File: src/rtl/util_pkg.sv
// Shared types and default sizing for the ROB commit controller.
// Entry layout and recovery FSM encoding live here so the top and the entry table agree.
package util_pkg;

  localparam int ROB_DEPTH = 16;
  localparam int RHT_DEPTH = 8;

  typedef struct packed {
    logic                         valid;
    logic                         done;
    logic                         mispred;
    logic                         br;
    logic [$clog2(RHT_DEPTH)-1:0] rht_id;
  } rob_entry_t;

  typedef enum logic [1:0] {
    IDLE,
    REC_REQ,
    REC_WAIT,
    FLUSH
  } rec_state_t;

endpackage

File: src/rtl/rob_entry_table.sv
// ROB entry storage: one write port each for allocation, execution completion,
// retirement and a bulk flush, plus combinational read of the head and the completing entry.
module rob_entry_table #(
  parameter int ROB_DEPTH = util_pkg::ROB_DEPTH
) (
  input  logic                                   clk,
  input  logic                                   rst,
  input  logic                                   alloc_we,
  input  logic [$clog2(ROB_DEPTH)-1:0]           alloc_idx,
  input  util_pkg::rob_entry_t                   alloc_entry,
  input  logic                                   ex_we,
  input  logic [$clog2(ROB_DEPTH)-1:0]           ex_idx,
  input  logic                                   ex_mispred,
  input  logic                                   retire_we,
  input  logic [$clog2(ROB_DEPTH)-1:0]           retire_idx,
  input  logic                                   flush,
  input  logic [$clog2(ROB_DEPTH)-1:0]           head_idx,
  output logic                                   head_valid,
  output logic                                   head_done,
  output logic                                   head_mispred,
  output logic [$clog2(util_pkg::RHT_DEPTH)-1:0] head_rht_id,
  output logic                                   ex_hit_valid,
  output logic                                   ex_hit_done
);
  import util_pkg::*;

  rob_entry_t entries_q [ROB_DEPTH];
  rob_entry_t entries_d [ROB_DEPTH];

  always_comb begin
    // NOTE: every combinational output starts from a full default so no path infers a latch.
    entries_d = entries_q;
    if (ex_we) begin
      entries_d[ex_idx].done    = 1'b1;
      entries_d[ex_idx].mispred = ex_mispred & entries_q[ex_idx].br;
    end
    if (retire_we) begin
      entries_d[retire_idx].valid = 1'b0;
    end
    if (alloc_we) begin
      entries_d[alloc_idx] = alloc_entry;
    end
    // Flush is applied last so a late completion cannot resurrect a discarded entry.
    if (flush) begin
      for (int i = 0; i < ROB_DEPTH; i++) begin
        entries_d[i].valid = 1'b0;
      end
    end
  end

  always_ff @(posedge clk) begin
    // NOTE: the table is small and flop-based, so reset clears every field and no X
    // from done/mispred can leak into the commit decision after reuse.
    if (rst) begin
      for (int i = 0; i < ROB_DEPTH; i++) begin
        entries_q[i] <= '0;
      end
    end else begin
      entries_q <= entries_d;
    end
  end

  always_comb begin
    head_valid   = entries_q[head_idx].valid;
    head_done    = entries_q[head_idx].done;
    head_mispred = entries_q[head_idx].mispred;
    head_rht_id  = entries_q[head_idx].rht_id;
    ex_hit_valid = entries_q[ex_idx].valid;
    ex_hit_done  = entries_q[ex_idx].done;
  end

endmodule

File: src/rtl/rob_commit_ctrl.sv
// In-order retirement for the renaming unit: tracks allocated ROB ids, collects completions,
// returns wb_en, and runs branch-mispredict recovery (request, wait on rec_busy, flush).
module rob_commit_ctrl #(
  parameter int ROB_DEPTH = util_pkg::ROB_DEPTH,
  parameter int RHT_DEPTH = util_pkg::RHT_DEPTH
) (
  input  logic                         clk,
  input  logic                         rst,
  input  logic                         alloc_valid,
  input  logic [$clog2(ROB_DEPTH)-1:0] alloc_rob_id,
  input  logic [$clog2(RHT_DEPTH)-1:0] alloc_rht_id,
  input  logic                         alloc_br,
  input  logic                         ex_valid,
  input  logic [$clog2(ROB_DEPTH)-1:0] ex_rob_id,
  input  logic                         ex_mispred,
  input  logic                         rec_busy,
  output logic                         stall_o,
  output logic                         wb_en,
  output logic                         rec_en,
  output logic [$clog2(ROB_DEPTH)-1:0] rec_rob_id,
  output logic [$clog2(RHT_DEPTH)-1:0] rec_rht_id,
  output logic                         commit_en,
  output logic [$clog2(ROB_DEPTH)-1:0] commit_rob_id,
  output logic                         rob_full,
  output logic                         rob_empty,
  output logic                         err_o
);
  import util_pkg::*;

  localparam int ROB_W = $clog2(ROB_DEPTH);
  localparam int RHT_W = $clog2(RHT_DEPTH);
  localparam logic [ROB_W:0] PTR_ONE = 1;

  // Pointers carry one extra wrap bit above the entry index.
  logic [ROB_W:0]   head_q, head_d;
  logic [ROB_W:0]   tail_q, tail_d;
  rec_state_t       state_q, state_d;
  logic             err_q, err_d;
  logic             wb_en_q, wb_en_d;
  logic             rec_en_q, rec_en_d;
  logic [ROB_W-1:0] rec_rob_id_q, rec_rob_id_d;
  logic [RHT_W-1:0] rec_rht_id_q, rec_rht_id_d;
  logic             commit_en_q, commit_en_d;
  logic [ROB_W-1:0] commit_rob_id_q, commit_rob_id_d;

  logic             head_valid, head_done, head_mispred;
  logic [RHT_W-1:0] head_rht_id;
  logic             ex_hit_valid, ex_hit_done;
  logic             full, empty, stall;
  logic             alloc_acc, ex_acc, head_ready;
  logic             retire_we, flush;
  rob_entry_t       alloc_entry;

  rob_entry_table #(
    .ROB_DEPTH(ROB_DEPTH)
  ) u_table (
    .clk         (clk),
    .rst         (rst),
    .alloc_we    (alloc_acc),
    .alloc_idx   (tail_q[ROB_W-1:0]),
    .alloc_entry (alloc_entry),
    .ex_we       (ex_acc),
    .ex_idx      (ex_rob_id),
    .ex_mispred  (ex_mispred),
    .retire_we   (retire_we),
    .retire_idx  (head_q[ROB_W-1:0]),
    .flush       (flush),
    .head_idx    (head_q[ROB_W-1:0]),
    .head_valid  (head_valid),
    .head_done   (head_done),
    .head_mispred(head_mispred),
    .head_rht_id (head_rht_id),
    .ex_hit_valid(ex_hit_valid),
    .ex_hit_done (ex_hit_done)
  );

  always_comb begin
    full       = (head_q[ROB_W-1:0] == tail_q[ROB_W-1:0]) && (head_q[ROB_W] != tail_q[ROB_W]);
    empty      = (head_q == tail_q);
    stall      = full || (state_q != IDLE);
    alloc_acc  = alloc_valid && !stall;
    ex_acc     = ex_valid && ex_hit_valid && !ex_hit_done;
    head_ready = head_valid && head_done;

    alloc_entry         = '0;
    alloc_entry.valid   = 1'b1;
    alloc_entry.br      = alloc_br;
    alloc_entry.rht_id  = alloc_rht_id;
  end

  always_comb begin
    state_d         = state_q;
    head_d          = head_q;
    tail_d          = tail_q;
    err_d           = err_q;
    wb_en_d         = ex_acc;
    rec_en_d        = 1'b0;
    rec_rob_id_d    = rec_rob_id_q;
    rec_rht_id_d    = rec_rht_id_q;
    commit_en_d     = 1'b0;
    commit_rob_id_d = commit_rob_id_q;
    retire_we       = 1'b0;
    flush           = 1'b0;

    if (alloc_acc) begin
      tail_d = tail_q + PTR_ONE;
      if (alloc_rob_id != tail_q[ROB_W-1:0]) err_d = 1'b1;
    end
    if (alloc_valid && stall) err_d = 1'b1;
    if (ex_valid && !ex_acc)  err_d = 1'b1;

    unique case (state_q)
      IDLE: begin
        if (head_ready && head_mispred) begin
          state_d      = REC_REQ;
          rec_en_d     = 1'b1;
          rec_rob_id_d = head_q[ROB_W-1:0];
          rec_rht_id_d = head_rht_id;
        end else if (head_ready) begin
          commit_en_d     = 1'b1;
          commit_rob_id_d = head_q[ROB_W-1:0];
          head_d          = head_q + PTR_ONE;
          retire_we       = 1'b1;
        end
      end
      REC_REQ: state_d = REC_WAIT;
      // rec_busy is only meaningful from the cycle after rec_en, i.e. from REC_WAIT on.
      REC_WAIT: begin
        if (!rec_busy) state_d = FLUSH;
      end
      FLUSH: begin
        commit_en_d     = 1'b1;
        commit_rob_id_d = head_q[ROB_W-1:0];
        head_d          = head_q + PTR_ONE;
        tail_d          = head_q + PTR_ONE;
        flush           = 1'b1;
        state_d         = IDLE;
      end
      default: state_d = IDLE;
    endcase
  end

  always_ff @(posedge clk) begin
    // NOTE: state updates use non-blocking assignments so every flop samples pre-edge values.
    if (rst) begin
      state_q         <= IDLE;
      head_q          <= '0;
      tail_q          <= '0;
      err_q           <= 1'b0;
      wb_en_q         <= 1'b0;
      rec_en_q        <= 1'b0;
      rec_rob_id_q    <= '0;
      rec_rht_id_q    <= '0;
      commit_en_q     <= 1'b0;
      commit_rob_id_q <= '0;
    end else begin
      state_q         <= state_d;
      head_q          <= head_d;
      tail_q          <= tail_d;
      err_q           <= err_d;
      wb_en_q         <= wb_en_d;
      rec_en_q        <= rec_en_d;
      rec_rob_id_q    <= rec_rob_id_d;
      rec_rht_id_q    <= rec_rht_id_d;
      commit_en_q     <= commit_en_d;
      commit_rob_id_q <= commit_rob_id_d;
    end
  end

  assign stall_o       = stall;
  assign wb_en         = wb_en_q;
  assign rec_en        = rec_en_q;
  assign rec_rob_id    = rec_rob_id_q;
  assign rec_rht_id    = rec_rht_id_q;
  assign commit_en     = commit_en_q;
  assign commit_rob_id = commit_rob_id_q;
  assign rob_full      = full;
  assign rob_empty     = empty;
  assign err_o         = err_q;

endmodule

File: config.mk
export PLATFORM = sky130hd
export DESIGN_NAME = rob_commit_ctrl
export DESIGN_NICKNAME = d
export VERILOG_FILES = /design/src/rtl/util_pkg.sv /design/src/rtl/rob_entry_table.sv /design/src/rtl/rob_commit_ctrl.sv
export SDC_FILE = /design/constraint.sdc
export NUM_CORES = 1
export LEC_CHECK = 0
export CAP_MARGIN = 20
export CORE_MARGIN = 2
export CORE_UTILIZATION = 49
export DETAILED_ROUTE_END_ITERATION = 10
export PLACE_DENSITY = 0.67
export SLEW_MARGIN = 20
export SYNTH_ARGS = -nofsm -noshare
export SYNTH_HDL_FRONTEND = slang
export SYNTH_SLANG_ARGS = --single-unit
export TNS_END_PERCENT = 5
File: constraint.sdc
create_clock -name clk -period 4.5 [get_ports clk]
set_clock_uncertainty 0.15 [all_clocks]
set_input_delay 0.9 -clock clk [delete_from_list [all_inputs] [get_ports clk]]
set_output_delay 0.9 -clock clk [all_outputs]
set_load 0.03 [all_outputs]
==> results of run 1 <==
per-stage QoR:
stage / std cells / instance area (sq um) / utilization, % / power (mW)
after floorplan: 754 / 6730 / - / 1.37
after global placement: 907 / 7060 / 52.9 / 1.42
after detailed placement: 907 / 7060 / 52.9 / 1.42
after CTS: 939 / 7680 / 57.6 / 2.88
after global routing: 939 / 7680 / 57.6 / 2.96
final: 939 / 7680 / 57.6 / 2.87
cell families after synthesis:
| kind of cell | count (synthesis) |
|---|---|
| AO/OA/AOI/OAI | 131 |
| XOR/XNOR | 18 |
| adder cells (fa/ha/maj) | 12 |
| buffers and inverters | 82 |
| flip-flops | 139 |
| multiplexers | 71 |
| AND/OR/NAND/NOR | 301 |
critical path, cell delays in order (launching register included):
cell             delay (ps)
dfxtp_2                 780
xnor2_1                 190
nand4_1                 240
nand2b_1                260
nand2_1                  80
clkdlybuf4s50_1         660
cell type report:
class	instances	share of cell area, %
multi-input cells	533	46.8
flip-flops and latches	139	36.2
clock buffers	22	5.91
repair buffers	42	5.21
well taps	176	2.87
clock inverters	10	2.13
inverters	17	0.831
synthesized netlist by cell type:
library cell | instances | share of area, %
nand2_1 | 146 | 8.1
inv_1 | 17 | 0.95
nand4bb_1 | 2 | 0.33
dfxtp_1 | 139 | 41
nand4_1 | 4 | 0.37
o2111ai_1 | 1 | 0.13
nor2_1 | 53 | 3.0
a221oi_4 | 1 | 0.39
o32ai_1 | 4 | 0.52
and4b_1 | 2 | 0.30
nor4_1 | 3 | 0.28
ha_1 | 12 | 2.2
mux2i_1 | 33 | 4.9
a22o_1 | 2 | 0.26
nor4b_1 | 2 | 0.26
a211oi_1 | 7 | 0.78
xor2_1 | 7 | 0.91
mux2_2 | 1 | 0.17
o21a_1 | 2 | 0.22
o32a_1 | 2 | 0.30
nor3_1 | 35 | 2.6
o21ai_1 | 1 | 0.074
clkbuf_1 | 47 | 2.6
or4_4 | 1 | 0.17
a22oi_1 | 4 | 0.45
buf_1 | 6 | 0.33
o21ai_0 | 20 | 1.5
or3_1 | 4 | 0.37
and2_1 | 4 | 0.37
o211ai_1 | 2 | 0.22
or2_2 | 2 | 0.19
a221oi_1 | 1 | 0.13
and3_1 | 14 | 1.3
mux4_2 | 37 | 12
buf_2 | 7 | 0.52
a41oi_2 | 1 | 0.24
nand2b_1 | 5 | 0.46
a21oi_1 | 82 | 6.1
buf_4 | 1 | 0.11
a31oi_1 | 1 | 0.093
nand3_1 | 18 | 1.3
nor2b_1 | 6 | 0.56
buf_6 | 4 | 0.67
xnor2_1 | 11 | 1.4
final timing paths:
check	slack (ps)	endpoint	cells after the start
hold reg to reg	300	u_table.entries_q[72]$_SDFFE_PP0P_	2
setup / recovery	800	stall_o	5
hold / removal	300	u_table.entries_q[72]$_SDFFE_PP0P_	2
setup reg to reg	1080	u_table.entries_q[27]$_SDFF_PP0_	6
metal layers:
layer | global-route usage (%) | part of all wire (%) | wire (microns) | vias to the layer above
li1 | - | - | - | 2621
met1 | 33.8 | 43 | 7710 | 2715
met2 | 40.4 | 47 | 8520 | 216
met3 | 6.91 | 7.3 | 1320 | 40
met4 | 11.0 | 3.0 | 534 | 0
met5 | 0 | 0 | 0 | -
flip-flops by register name (all words and copies together), names as in the netlist, 2 cells and up:
signal	flops
rec_rht_id	3
head_q	5
tail_q	5
state_q	2
u_table.entries_q	112
rec_rob_id	4
commit_rob_id	4
power breakdown:
group	internal (mW)	leakage [nW]	switching [mW]
registers	1.24	1.12	0.0104
clock network	0.943	0.299	0.532
logic	0.0529	1.28	0.0915
==> flow_metrics.env, run 1 <==
export IMPL_run_status="complete, no violations"
export IMPL_yosys_area_share_simple_pct=20.0
export IMPL_cp_data_required_time_ps=3450
export IMPL_via_per_inst=5.96
export IMPL_timing_fmax_ghz=0.270
export IMPL_arrival_ps=2650
export IMPL_hold_start="u_table.entries_q[72]$_SDFFE_PP0P_"
export IMPL_syn_cell_area_sq_um=6730
export IMPL_grt_max_degree=93
export IMPL_antenna_found_initial=0
export IMPL_leakage_nw=2.70
export IMPL_multiInputGateArea_sq_um=3600
export IMPL_final_cell_mix="nand2_1 (146), dfxtp_1 (138), a21oi_1 (82), nor2_1 (53), mux4_2 (37)"
export IMPL_num_vias=5592
export IMPL_drive_above_1_share_pct=10.5
export IMPL_syn2layout_area_growth_pct=14.2
export IMPL_synth_compound_area_share_pct=11.4
export IMPL_clockBufferDepth=2
export IMPL_endpoint_kind="output pin"
export IMPL_clk_latency_ps=430
export IMPL_synth_seq_area_share_pct=41.4
export IMPL_tritoncts="yes"
export IMPL_grt_pass1_vias=5300
export IMPL_seq_area_sq_um=2780
export IMPL_tns_ps=0
export IMPL_startpoint_type="flip-flop"
export IMPL_period_needed_ps=3700
export IMPL_drv_cap=0
export IMPL_drcViolationCount=0
export IMPL_synth_area_mux_share_pct=17.5
export IMPL_ys_types=44
export IMPL_diodes=0
export IMPL_syn_nets=784
export IMPL_cts_hold_buffers=0
export IMPL_port_buffers=35
export IMPL_cts_inserted_buffers=17
export IMPL_worst_path_max_fanout=19
export IMPL_synth_top_family_by_area="simple AND/OR/NAND/NOR gates"
export IMPL_cts_sinks=139
export IMPL_rows=42
export IMPL_htreeDepth=4
export IMPL_dp_slack_ps=743
export IMPL_synthCells=754
export IMPL_powerDensity_nw_per_um2=374
export IMPL_die_x_microns=121
export IMPL_grt_setup_unrepaired="no"
export IMPL_slew_headroom_pct=29.7
export IMPL_synth_xor_area_share_pct=2.34
export IMPL_drt_initial_drc_count=504
export IMPL_wl_microns=18100
export IMPL_fillers=1166
export IMPL_timing_final_ws_setup_ps=796
export IMPL_ys_seq_elements=139
export IMPL_root_buffer="clkbuf_16"
export IMPL_dieHeight_microns=121
export IMPL_path_clk_slew_ps=60
export IMPL_floorplan_initialDensity_pct=50.4
export IMPL_cts_resized=0
export IMPL_final_common_cell="nand2_1"
export IMPL_hold_viol=0
export IMPL_postSynthAreaPerCell_sq_um=8.92
export IMPL_overflow=0
export IMPL_core_area_sq_um=13300
export IMPL_worst_slew_pin_slew_ps=1050
export IMPL_grt_pass1_wl_microns=28900
export IMPL_place_congestion=0.860
export IMPL_yosysWarnings=0
export IMPL_rr_startpoint="head_q[0]$_SDFFE_PP0P_"
export IMPL_postCtsSetupRepairBufs=0
export IMPL_min_period_over_period_pct=82.3
export IMPL_io_pins=36
export IMPL_firstDrtPassIters=5
export IMPL_startpoint="head_q[0]$_SDFFE_PP0P_"
export IMPL_hold_path_class="flip-flop to flip-flop"
export IMPL_setup_viol=0
export IMPL_final_nets=780
export IMPL_place_detailed_hpwl_microns=12700
export IMPL_path_class="flip-flop to output pin"
export IMPL_dieArea_sq_um=14700
export IMPL_vdd_drop_max_mv=0.249
export IMPL_fin_hold_ws_ps=302
export IMPL_synthAdderAreaFrac_pct=2.23
export IMPL_ant_nets=0
export IMPL_track_usage_pct=25.8
export IMPL_final_max_slew_violation_count=0
export IMPL_wl_per_cell_microns=19.3
No activity file was read; power rests on OpenSTA's default activity.
==> inputs of run 2 (changes only) <==
PLACE_DENSITY = 0.7   (was 0.67)
clock period = 3.1 ns   (was 4.5 ns; I/O delays follow)
==> run 2 against run 1 <==
  * Non-clock buffer count grew 19
  * Core utilization grew 1.1 points
  * Die area is the same
  * Highest routed layer unchanged
  * Sequential share of layout area shrank 0.65 points
  * Setup slack lost 650 ps
==> flow_metrics.env, run 2 (synthesis results as in run 1) <==
export IMPL_run_status="complete, no violations"
export IMPL_drcViolationCount=0
export IMPL_wl_per_cell_microns=20.0
export IMPL_leakage_nw=2.79
export IMPL_place_congestion=0.911
export IMPL_num_vias=5761
export IMPL_timing_fmax_ghz=0.338
export IMPL_overflow=0
export IMPL_tns_ps=0
export IMPL_drive_above_1_share_pct=13.4
export IMPL_clockBufferDepth=2
export IMPL_vdd_drop_max_mv=0.392
export IMPL_setup_viol=0
export IMPL_min_period_over_period_pct=95.3
export IMPL_top_regs="u_table.entries_q x112, head_q x5, tail_q x5"
export IMPL_path_clk_slew_ps=60
export IMPL_rows=42
export IMPL_timing_final_ws_setup_ps=145
export IMPL_power_total_mw=4.13
export IMPL_final_max_slew_violation_count=0
export IMPL_period_needed_ps=2960
export IMPL_largest_register="u_table.entries_q"
export IMPL_startpoint_type="flip-flop"
export IMPL_port_buffers=35
export IMPL_tritoncts="yes"
export IMPL_critPathMaxStageDelay_ps=310
export IMPL_critical_path_most_common_cell="buf_4"
export IMPL_final_cells=958
export IMPL_final_common_cell="nand2_1"
export IMPL_endpoint_kind="output pin"
export IMPL_r2r_end="commit_rob_id[1]$_SDFFE_PP0P_"
export IMPL_cp_data_required_time_ps=2330
export IMPL_path_class="flip-flop to output pin"
export IMPL_arrival_ps=2190
export IMPL_powerDensity_nw_per_um2=527
export IMPL_cts_hold_buffers=0
export IMPL_ant_nets=0
export IMPL_cp_cell_sequence="buf_4 -> buf_6 -> xnor2_1 -> nand4_1 -> nand2b_1 -> nand2_1 -> buf_4"
export IMPL_wl_microns=19200
export IMPL_hold_viol=0
export IMPL_worst_slew_pin_slew_ps=1040
export IMPL_final_cell_mix="nand2_1 (146), dfxtp_1 (138), a21oi_1 (82), nor2_1 (53), mux4_2 (37)"
export IMPL_slew_headroom_pct=30.0
export IMPL_grt_pass1_vias=5490
export IMPL_diodes=0
export IMPL_floorplan_initialDensity_pct=50.4
export IMPL_rrSetupSlack_ps=260
export IMPL_die_x_microns=121
export IMPL_fin_hold_ws_ps=307
export IMPL_fillers=1165
export IMPL_root_buffer="clkbuf_16"
export IMPL_dp_slack_ps=-107
export IMPL_cts_inserted_buffers=17
export IMPL_grt_pass1_wl_microns=30000
export IMPL_via_per_inst=6.01
export IMPL_final_nets=799
export IMPL_dp_cells=926
export IMPL_cts_sinks=139
export IMPL_largest_reg_flops=112
export IMPL_rr_startpoint="head_q[0]$_SDFFE_PP0P_"
export IMPL_drv_cap=0
export IMPL_place_detailed_hpwl_microns=13400
export IMPL_hold_path_class="flip-flop to flip-flop"
export IMPL_core_area_sq_um=13300
export IMPL_reg2regPathDepth=8
export IMPL_grt_setup_unrepaired="no"
export IMPL_io_pins=36
export IMPL_antenna_found_initial=0
export IMPL_htreeDepth=4
export IMPL_track_usage_pct=27.1
export IMPL_clk_latency_ps=420
export IMPL_dieArea_sq_um=14700
export IMPL_grt_max_degree=49
export IMPL_cp_slowest_cell="dfxtp_1"
export IMPL_worst_path_max_fanout=20
export IMPL_syn2layout_area_growth_pct=16.4
export IMPL_dieHeight_microns=121
export IMPL_firstDrtPassIters=5
export IMPL_cp_endpoint="stall_o"
export IMPL_startpoint="head_q[1]$_SDFFE_PP0P_"
export IMPL_drt_initial_drc_count=708
==> run 2: per-layer routing <==
metal / wire length (microns) / vias up / global-route usage (%)
met5: 0 / - / 0
met4: 706 / 0 / 12.4
met3: 1410 / 41 / 6.91
met2: 9280 / 255 / 43.2
met1: 7780 / 2803 / 34.7
li1: - / 2662 / -
==> run 2: what timing repair did <==
| item | CTS | global route |
|---|---|---|
| setup buffers | 0 | 0 |
| setup endpoints to repair | 2 | 6 |
| resized for setup | 1 | 3 |
==> run 2: layout make-up <==
type	count	area (sq um)	area share, %
clock buffer	19	443	5.66
clock inverter	13	166	2.13
inverter	17	63.8	0.815
multi-input combinational	533	3610	46.1
sequential	139	2790	35.6
tap	176	220	2.81
timing repair buffer	61	543	6.94
==> run 2: metrics by stage <==
stage               utilization [%]  instance area, sq um
CTS                            58.5                  7810
finish                         58.7                  7830
floorplan                         -                  6730
detailed placement             53.9                  7200
global placement               53.9                  7200
global route                   58.7                  7830
==> run 2: worst min-delay path by stage <==
stage	from	depth (start not counted)	end	slack [ps]
6_report	u_table.entries_q[30]$_SDFFE_PP0P_	2	u_table.entries_q[30]$_SDFFE_PP0P_	310
5_1_grt	u_table.entries_q[94]$_SDFFE_PP0P_	2	u_table.entries_q[94]$_SDFFE_PP0P_	320
4_1_cts	u_table.entries_q[30]$_SDFFE_PP0P_	2	u_table.entries_q[30]$_SDFFE_PP0P_	310
3_5_place_dp	u_table.entries_q[30]$_SDFFE_PP0P_	2	u_table.entries_q[30]$_SDFFE_PP0P_	300
3_3_place_gp	u_table.entries_q[86]$_SDFFE_PP0P_	2	u_table.entries_q[86]$_SDFFE_PP0P_	290
2_1_floorplan	u_table.entries_q[10]$_SDFFE_PP0P_	2	u_table.entries_q[10]$_SDFFE_PP0P_	280
==> run 2: where the power goes <==
part	total, mW	switching [mW]	internal [mW]
sequential	1.82	0.0145	1.80
clock	2.09	0.801	1.29
combinational	0.220	0.139	0.0807
==> run 2: worst max-delay path: cells and delay by family, from the launching register on <==
family / cells / cell delay [ps]
buffers and inverters: 3 / 670
XOR/XNOR: 1 / 170
flip-flops: 1 / 310
AND/OR/NAND/NOR: 3 / 600
==> inputs of run 3 (changes only) <==
PLACE_DENSITY = 0.67   (was 0.7)
clock period = 2.8 ns   (was 3.1 ns; I/O delays follow)
==> run 3 against run 2 <==
  * Setup slack got worse by 45 ps
  * Critical path depth decreased by 1
  * Die area unchanged
  * Wire length decreased by 2.8%
  * Worst hold slack got worse by 4.7 ps
  * Highest routed layer unchanged
==> flow_metrics.env, run 3 (synthesis results as in run 1) <==
export IMPL_syn2layout_area_growth_pct=19.7
export IMPL_rrSetupSlack_ps=100
export IMPL_drt_initial_drc_count=622
export IMPL_final_common_cell="nand2_1"
export IMPL_period_needed_ps=2700
export IMPL_finish_instance_area_sq_um=8050
export IMPL_reg2regPathDepth=6
export IMPL_final_nets=821
export IMPL_postCtsSetupRepairBufs=0
export IMPL_via_per_inst=5.86
export IMPL_largest_reg_flops=112
export IMPL_path_clk_slew_ps=60
export IMPL_dieHeight_microns=121
export IMPL_die_x_microns=121
export IMPL_setup_viol=0
export IMPL_drcViolationCount=0
export IMPL_cp_endpoint="head_q[4]$_SDFFE_PP0P_"
export IMPL_hold_viol=0
export IMPL_floorplan_initialDensity_pct=50.4
export IMPL_port_buffers=35
export IMPL_grt_pass1_wl_microns=29200
export IMPL_cp_slowest_cell="mux4_2"
export IMPL_antenna_found_initial=0
export IMPL_grt_pass1_vias=5538
export IMPL_cp_cell_sequence="buf_6 -> mux4_2 -> a221oi_4 -> a41oi_2 -> or3_1 -> a21oi_1"
export IMPL_overflow=0
export IMPL_slew_headroom_pct=54.3
export IMPL_clockBufferDepth=2
export IMPL_powerDensity_nw_per_um2=575
export IMPL_largest_register="u_table.entries_q"
export IMPL_vdd_drop_max_mv=0.413
export IMPL_path_class="flip-flop to flip-flop"
export IMPL_dieArea_sq_um=14700
export IMPL_io_pins=36
export IMPL_place_congestion=0.866
export IMPL_root_buffer="clkbuf_16"
export IMPL_place_detailed_hpwl_microns=13300
export IMPL_rr_startpoint="head_q[0]$_SDFFE_PP0P_"
export IMPL_final_util_pct=60.3
export IMPL_clk_latency_ps=430
export IMPL_startpoint_type="flip-flop"
export IMPL_dp_slack_ps=-326
export IMPL_critPathMaxStageDelay_ps=580
export IMPL_top_regs="u_table.entries_q x112, head_q x5, tail_q x5"
export IMPL_final_cell_mix="nand2_1 (146), dfxtp_1 (138), a21oi_1 (82), nor2_1 (53), buf_4 (45)"
export IMPL_post_dp_cell_area_sq_um=7430
export IMPL_firstDrtPassIters=6
export IMPL_min_period_over_period_pct=96.4
export IMPL_core_area_sq_um=13300
export IMPL_endpoint_kind="flip-flop"
export IMPL_grt_max_degree=56
export IMPL_num_vias=5747
export IMPL_crit_family="compound AO/OA/AOI/OAI gates"
export IMPL_cts_sinks=139
export IMPL_run_status="complete, no violations"
export IMPL_path_buf_inv=1
export IMPL_wl_microns=18600
export IMPL_power_total_mw=4.63
export IMPL_drv_cap=0
export IMPL_final_max_slew_violation_count=0
export IMPL_r2r_end="head_q[4]$_SDFFE_PP0P_"
export IMPL_track_usage_pct=26.3
export IMPL_arrival_ps=2910
export IMPL_startpoint="head_q[0]$_SDFFE_PP0P_"
export IMPL_drive_above_1_share_pct=15.8
export IMPL_fillers=1144
export IMPL_seq_area_sq_um=2780
export IMPL_wl_per_cell_microns=19.0
export IMPL_timing_final_ws_setup_ps=100
export IMPL_diodes=0
export IMPL_cp_data_required_time_ps=3010
export IMPL_leakage_nw=2.93
export IMPL_rows=42
export IMPL_timing_fmax_ghz=0.370
export IMPL_tritoncts="yes"
export IMPL_ant_nets=0
export IMPL_worst_slew_pin_slew_ps=683
export IMPL_htreeDepth=4
export IMPL_multiInputGateArea_sq_um=3600
export IMPL_worst_path_max_fanout=22
export IMPL_cp_depth=6
export IMPL_hold_path_class="flip-flop to flip-flop"
export IMPL_cts_inserted_buffers=17
## run 3: layout make-up
cell class | count | share of cell area (%)
tap | 176 | 2.73
clock buffer | 20 | 5.55
inverter | 17 | 0.792
timing repair buffer | 83 | 9.57
multi-input combinational | 533 | 44.7
sequential | 139 | 34.6
clock inverter | 12 | 2.13
## run 3: what timing repair did
action,in CTS,in global routing
setup endpoints to repair,0,14
hold buffers,0,0
resized for setup,0,3
## run 3: where the power goes
group / leakage [nW] / switching (mW) / total [mW] / internal, mW
clock network: 0.296 / 0.857 / 2.36 / 1.51
registers: 1.12 / 0.0162 / 2.01 / 2.00
logic: 1.52 / 0.153 / 0.255 / 0.101
total: 2.93 / 1.03 / 4.63 / 3.60
## run 3: metal layers
layer  global-route usage (%)  up-vias  share of wire (%)
met5                        0        -                  0
met4                     9.63        0                2.4
met3                     6.16       42                7.5
met2                     44.6      237                 49
met1                     32.7     2759                 41
li1                         -     2709                  -
## run 3: stage by stage
stage          hold WS, ps  setup TNS [ps]  instances
6_report               302               0        980
5_1_grt                324           -2.94        980
4_1_cts                305               0        980
3_5_place_dp           297           -5900        948
3_3_place_gp           289           -4660        948
2_1_floorplan          283               0        754
## run 3: worst min path at each step
stage                                              from                                  end  slack [ps]  depth (start not counted)
finish               u_table.entries_q[14]$_SDFFE_PP0P_   u_table.entries_q[14]$_SDFFE_PP0P_         300                          2
global route         u_table.entries_q[92]$_SDFFE_PP0P_   u_table.entries_q[92]$_SDFFE_PP0P_         320                          2
CTS                  u_table.entries_q[98]$_SDFFE_PP0P_   u_table.entries_q[98]$_SDFFE_PP0P_         310                          2
detailed placement   u_table.entries_q[98]$_SDFFE_PP0P_   u_table.entries_q[98]$_SDFFE_PP0P_         300                          2
global placement    u_table.entries_q[107]$_SDFFE_PP0P_  u_table.entries_q[107]$_SDFFE_PP0P_         290                          2
floorplan            u_table.entries_q[10]$_SDFFE_PP0P_   u_table.entries_q[10]$_SDFFE_PP0P_         280                          2
## run 3: worst register-to-register path, cell delays in order, from the launching register on
cell and delay, ps:
dfxtp_2 360, buf_6 290, mux4_2 590, a221oi_4 390, a41oi_2 310, or3_1 390
a21oi_1 160
